File: src/rtl/demod_dac_router.sv
// Routes NUM_SRC demod sample streams to NUM_DAC DAC ports, each with its own source select,
// decimation, saturating gain shift and saturating offset, configured over the rd/wr0..wr3 bus.
module demod_dac_router #(
  parameter int          NUM_SRC   = 8,
  parameter int          NUM_DAC   = 3,
  parameter int          DAT_W     = 18,
  parameter logic [11:0] BASE_ADDR = 12'h100
) (
  input  logic                     clk,
  input  logic                     reset,
  input  logic                     syncIn,
  input  logic                     rd,
  input  logic                     wr0,
  input  logic                     wr1,
  input  logic                     wr2,
  input  logic                     wr3,
  input  logic [11:0]              addr,
  input  logic [31:0]              din,
  output logic [31:0]              dout,
  input  logic [NUM_SRC*DAT_W-1:0] srcData,
  input  logic [NUM_SRC-1:0]       srcSync,
  output logic [NUM_DAC-1:0]       dacSync,
  output logic [NUM_DAC*DAT_W-1:0] dacData
);

  localparam int WW = DAT_W + 9;
  localparam logic signed [WW-1:0] SAT_MAX = {10'h000, {(DAT_W-1){1'b1}}};
  localparam logic signed [WW-1:0] SAT_MIN = {10'h3FF, {(DAT_W-1){1'b0}}};
  localparam logic [4:0] NSRC = 5'(NUM_SRC);

  function automatic logic [DAT_W-1:0] sat(input logic signed [WW-1:0] v);
    logic [DAT_W-1:0] r;
    if (v > SAT_MAX) r = SAT_MAX[DAT_W-1:0];
    else if (v < SAT_MIN) r = SAT_MIN[DAT_W-1:0];
    else r = v[DAT_W-1:0];
    return r;
  endfunction

  // Streams padded to 16 so any 4-bit srcSel indexes safely; unused slots read as idle.
  logic [DAT_W-1:0] src_arr [16];
  logic [15:0]      sync_ext;
  for (genvar s = 0; s < 16; s++) begin : g_src
    if (s < NUM_SRC) begin : g_live
      assign src_arr[s]  = srcData[s*DAT_W +: DAT_W];
      assign sync_ext[s] = srcSync[s];
    end else begin : g_pad
      assign src_arr[s]  = '0;
      assign sync_ext[s] = 1'b0;
    end
  end

  logic [9:0]  rel_s;
  logic        unused_addr_s;
  logic [31:0] lane_mask_s;
  assign rel_s         = addr[11:2] - BASE_ADDR[11:2];
  assign unused_addr_s = ^addr[1:0];
  assign lane_mask_s   = {{8{wr3}}, {8{wr2}}, {8{wr1}}, {8{wr0}}};

  logic [31:0]      cfg_q [NUM_DAC];
  logic [31:0]      cfg_d [NUM_DAC];
  logic [7:0]       cnt_q [NUM_DAC];
  logic [7:0]       cnt_d [NUM_DAC];
  logic [DAT_W-1:0] s1_q  [NUM_DAC];
  logic [DAT_W-1:0] s1_d  [NUM_DAC];
  logic [DAT_W-1:0] s2_q  [NUM_DAC];
  logic [DAT_W-1:0] s2_d  [NUM_DAC];
  logic [DAT_W-1:0] out_q [NUM_DAC];
  logic [DAT_W-1:0] out_d [NUM_DAC];
  logic [NUM_DAC-1:0] v1_q, v1_d, v2_q, v2_d, sync_q, sync_d;

  logic [3:0]         sel_s     [NUM_DAC];
  logic [7:0]         cnt_eff_s [NUM_DAC];
  logic [NUM_DAC-1:0] wr_hit_s, stb_s, emit_s;

  // syncIn zeroes the effective count this cycle, so a coincident strobe emits and reloads.
  always_comb begin
    v1_d   = '0;
    v2_d   = v1_q;
    sync_d = v2_q;
    for (int k = 0; k < NUM_DAC; k++) begin
      wr_hit_s[k]  = (rel_s == 10'(k));
      sel_s[k]     = cfg_q[k][3:0];
      stb_s[k]     = cfg_q[k][7] && ({1'b0, sel_s[k]} < NSRC) && sync_ext[sel_s[k]];
      cnt_eff_s[k] = syncIn ? 8'd0 : cnt_q[k];
      cfg_d[k]     = wr_hit_s[k] ? ((cfg_q[k] & ~lane_mask_s) | (din & lane_mask_s)) : cfg_q[k];

      emit_s[k] = 1'b0;
      if (stb_s[k] && (cnt_eff_s[k] == 8'd0)) begin
        emit_s[k] = 1'b1;
        cnt_d[k]  = cfg_q[k][15:8];
      end else if (stb_s[k]) begin
        cnt_d[k] = cnt_eff_s[k] - 8'd1;
      end else begin
        cnt_d[k] = cnt_eff_s[k];
      end
      if (wr_hit_s[k] && (wr0 || wr1)) cnt_d[k] = 8'd0;
      else cnt_d[k] = cnt_d[k];

      v1_d[k] = emit_s[k];
      s1_d[k] = emit_s[k] ? src_arr[sel_s[k]] : s1_q[k];
      s2_d[k] = v1_q[k] ? sat(WW'(signed'(s1_q[k])) <<< cfg_q[k][6:4]) : s2_q[k];
      out_d[k] = v2_q[k]
               ? sat(WW'(signed'(s2_q[k])) + (WW'(signed'(cfg_q[k][31:16])) <<< (DAT_W-16)))
               : out_q[k];
    end
  end

  // Read data is zero unless addressed, so several blocks can share an OR-merged bus.
  always_comb begin
    dout = 32'h0000_0000;
    for (int k = 0; k < NUM_DAC; k++) begin
      if (rd && (rel_s == 10'(k))) dout = cfg_q[k];
      else dout = dout;
    end
  end

  // Config, decimation counters and the three-stage sample pipeline.
  always_ff @(posedge clk or negedge reset) begin
    if (!reset) begin
      for (int k = 0; k < NUM_DAC; k++) begin
        cfg_q[k] <= 32'h0000_0000;
        cnt_q[k] <= 8'd0;
        s1_q[k]  <= '0;
        s2_q[k]  <= '0;
        out_q[k] <= '0;
      end
      v1_q   <= '0;
      v2_q   <= '0;
      sync_q <= '0;
    end else begin
      for (int k = 0; k < NUM_DAC; k++) begin
        cfg_q[k] <= cfg_d[k];
        cnt_q[k] <= cnt_d[k];
        s1_q[k]  <= s1_d[k];
        s2_q[k]  <= s2_d[k];
        out_q[k] <= out_d[k];
      end
      v1_q   <= v1_d;
      v2_q   <= v2_d;
      sync_q <= sync_d;
    end
  end

  assign dacSync = sync_q;
  for (genvar k = 0; k < NUM_DAC; k++) begin : g_out
    assign dacData[k*DAT_W +: DAT_W] = out_q[k];
  end

endmodule

File: config.mk
export PLATFORM = sky130hd
export DESIGN_NAME = demod_dac_router
export DESIGN_NICKNAME = d
export VERILOG_FILES = /design/src/rtl/demod_dac_router.sv
export SDC_FILE = /design/constraint.sdc
export NUM_CORES = 1
export LEC_CHECK = 0
export BUFFER_PORTS_ARGS = -buffer_cell sky130_fd_sc_hd__clkbuf_2
export CAP_MARGIN = 10
export CELL_PAD_IN_SITES_DETAIL_PLACEMENT = 0
export CELL_PAD_IN_SITES_GLOBAL_PLACEMENT = 2
export CORE_ASPECT_RATIO = 0.6
export CORE_MARGIN = 2
export CORE_UTILIZATION = 38
export DETAILED_ROUTE_END_ITERATION = 6
export GPL_ROUTABILITY_DRIVEN = 0
export PLACE_DENSITY_LB_ADDON = 0.1
export SLEW_MARGIN = 20
export SYNTH_ARGS = -nofsm -noshare
export SYNTH_HDL_FRONTEND = slang
export SYNTH_SLANG_ARGS = --single-unit
export TNS_END_PERCENT = 5
File: constraint.sdc
create_clock -name clk -period 5.3 [get_ports clk]
set_clock_uncertainty 0.2 [all_clocks]
set_input_delay 1.59 -clock clk [delete_from_list [all_inputs] [get_ports clk]]
set_output_delay 1.59 -clock clk [all_outputs]
set_load 0.05 [all_outputs]
==> flow_summary_export.csv <==
group,metric,value,unit
outcome,run_status,"finished with violations",
outcome,violations,"design-rule violations",
global_route,antenna_found_initial,7,
worst_setup_path,end_kind,"output pin",
cts,clock_latency,0.52,ns
floorplan,io_pins,293,
worst_setup_path,regToRegSetupSlack,1.65,ns
floorplan,fp-row-count,65,
sta,rsz0062_at_grt,"no",
detailed_routing,ant_nets,0,
synth,synth_seq_area_share,36.16,%
finish,final_common_cell,"dfrtp_1",
sta,slew_viol_final,0,
worst_hold_path,whs_path_depth,1,
finish,final_cells,2909,
run,maxCapViolations,0,
sta,min_period,5.060,ns
cts,clk_pin_slew,0.06,ns
synth,synth_async_sr_flop_share,100.0,%
floorplan,die_area,0.05491,mm2
sta,fin_setup_tns,0,ns
detailed_routing,drt_iter0_drc,1453,
cts,clockBufferDepth,3,
synth,ys_warn_count,0,
floorplan,die_w,301.2,um
worst_setup_path,crit_path_start_kind,"input port",
sta,fin_crit_sh,95.48,%
synth,synth_nets,2212,
synth,synth-main-ff-cell,"dfrtp_1",
synth,synth_area_per_cell,10.30,um2
finish,final_area,0.02395,mm2
sta,hold_violations,0,
detailed_routing,num_vias,16870,
finish,multi_input_area,0.01187,mm2
detailed_routing,drt_wl_total,66.77,mm
worst_setup_path,reg2regPathDepth,10,
sta,max_slew_margin,30.59,%
sta,hold-worst-slack,0.3042,ns
placement,post_dp_cell_area,0.02277,mm2
worst_setup_path,r2r-end,"dacData[49]",
placement,io_buffers,290,
worst_setup_path,critPathArrivalTime,3.27,ns
global_route,grt_pass1_wl,102.4,mm
placement,place_inst,2849,
cts,h-tree-depth,2,
worst_hold_path,holdCritStartpoint,"s2_q[2]",
worst_setup_path,worst-path-max-fanout,16,
global_route,grtUsageTotal,24.22,%
detailed_routing,routedWlPerCell,22.95,um
sta,finalSetupViolations,0,
synth,synth_edf_count,0,
sta,worst_slew_pin_slew,1.041,ns
worst_setup_path,startpoint,"addr[8]",
global_route,grt_start_max_net_pins,94,
power,powerDensity,257.0,mW/mm2
placement,dp_slack,0.1746,ns
sta,fmax,197.6,MHz
finish,layout-drive-gt1-share,30.40,%
cts,cts_tree,"built",
synth,ys_ff_latch,291,
finish,layout_common_cells,"dfrtp_1, clkbuf_2, a21oi_1, nand2_1, nor2_1",
floorplan,coreArea,0.05246,mm2
cts,cts_num_sinks,291,
detailed_routing,dr.pass1.iters,7,
synth,mappedNetlistArea,0.02014,mm2
global_route,grt_pass1_vias,16660,
detailed_routing,drcViolationCount,7,
cts,cts_root_buf,"clkbuf_16",
synth,ys_types,87,
power,vdd_drop_max,0.1537,mV
power,leakage,0.01061,uW
synth,syn_inst,1954,
worst_setup_path,cp.required,3.51,ns
cts,cts_buffers,34,
worst_hold_path,hold_path_class,"reg2reg",
finish,final_nets,2440,
detailed_routing,via_per_inst,5.799,
worst_setup_path,criticalPathCategory,"in2out",
finish,seqCellArea,0.007286,mm2
sta,setup_slack,0.2398,ns
finish,n_fill_cell,5023,
global_route,grt_overflow,0,
floorplan,start_util,38.39,%
worst_hold_path,hold_end,"s2_q[2]",
finish,synthToLayoutAreaGrowth,18.95,%
placement,post-dp-hpwl,51.27,mm
floorplan,die_h,182.3,um
## critical path, cell delays in order
cell and delay, ns:
clkbuf_2 0.07, nor4b_1 0.13, nand2_1 0.07, buf_4 0.16, nor4_2 0.04, buf_4 0.18, buf_12 0.16, a222oi_1 0.50
inv_1 0.16, buf_12 0.18
## layer usage
layer | track usage (%) | up-vias | routed length [um]
met5 | 0 | - | 57
met4 | 4.000 | 8 | 856
met3 | 4.964 | 56 | 4248
met2 | 34.73 | 486 | 28160
met1 | 37.72 | 8476 | 33450
li1 | - | 7843 | -
## Yosys cell counts (8+ instances only)
master,count,area [um2]
a21oi_1,170,850.8
mux2i_1,112,1121
a31oi_1,14,87.58
nor2_1,135,506.7
clkbuf_1,69,259.0
nand2_1,155,581.8
nor2b_1,20,125.1
nand3_1,14,70.07
nand2b_1,13,81.33
o31ai_1,61,457.9
o22a_1,17,148.9
mux4_2,116,2613
xnor2_1,22,192.7
a222oi_1,32,320.3
mux2_2,134,1509
nor3_1,29,145.1
inv_1,113,424.2
xor2_1,10,87.58
nor4_1,8,50.05
dfrtp_1,291,7282
o22ai_1,48,300.3
a21o_1,18,135.1
a211oi_1,19,142.6
buf_1,17,63.81
o21ai_0,60,300.3
o21a_1,9,67.56
buf_2,47,235.2
ha_1,51,638.1
o211ai_1,10,75.07
## kinds of logic (layout without fill, tap and decap cells)
kind of cell / Yosys count / after routing / share of synthesized area [%]
flops: 291 / 291 / 36.16
compound gates: 529 / 529 / 17.85
mux: 362 / 362 / 26.04
buf+inv: 254 / 504 / 5.182
other cells: 0 / 2 / 0
fa+ha+maj: 55 / 55 / 3.523
simple gates: 431 / 431 / 9.855
xor+xnor: 32 / 32 / 1.392
## where the power goes
part | total (uW) | internal [uW] | switching, uW
clock | 2530 | 1540 | 988
combinational | 1100 | 463 | 635
sequential | 2530 | 2360 | 171
total | 6160 | 4360 | 1790
## what timing repair did
item	4_1_cts	5_1_grt
buffers inserted	0	0
resized for setup	0	1
setup endpoints to repair	0	3
hold buffers	0	0
## cell type report
type / instances / share of cell area (%)
Timing Repair Buffer: 332 / 9.701
Tap cell: 703 / 3.672
Sequential cell: 291 / 30.42
Antenna cell: 2 / 0.02090
Clock inverter: 12 / 0.9507
Multi-Input combinational cell: 1409 / 49.54
Inverter: 114 / 1.787
Clock buffer: 46 / 3.913
## stage by stage
stage	utilization, %	power [uW]
2_1_floorplan	-	3214
3_3_place_gp	43.41	3645
3_5_place_dp	43.41	3662
4_1_cts	45.63	6216
5_1_grt	45.66	6454
6_report	45.66	6156
## how the worst max path moves through the flow
stage	to	slack (ns)	cells after the start
after detailed placement	dout[0]	0.17	10
final	dout[23]	0.24	10
after global placement	dout[3]	0.15	10
after CTS	dout[0]	0.17	10
after global routing	dout[23]	0.05	10
after floorplan	dout[27]	0.13	8
No activity file was read; power rests on OpenSTA's default activity.
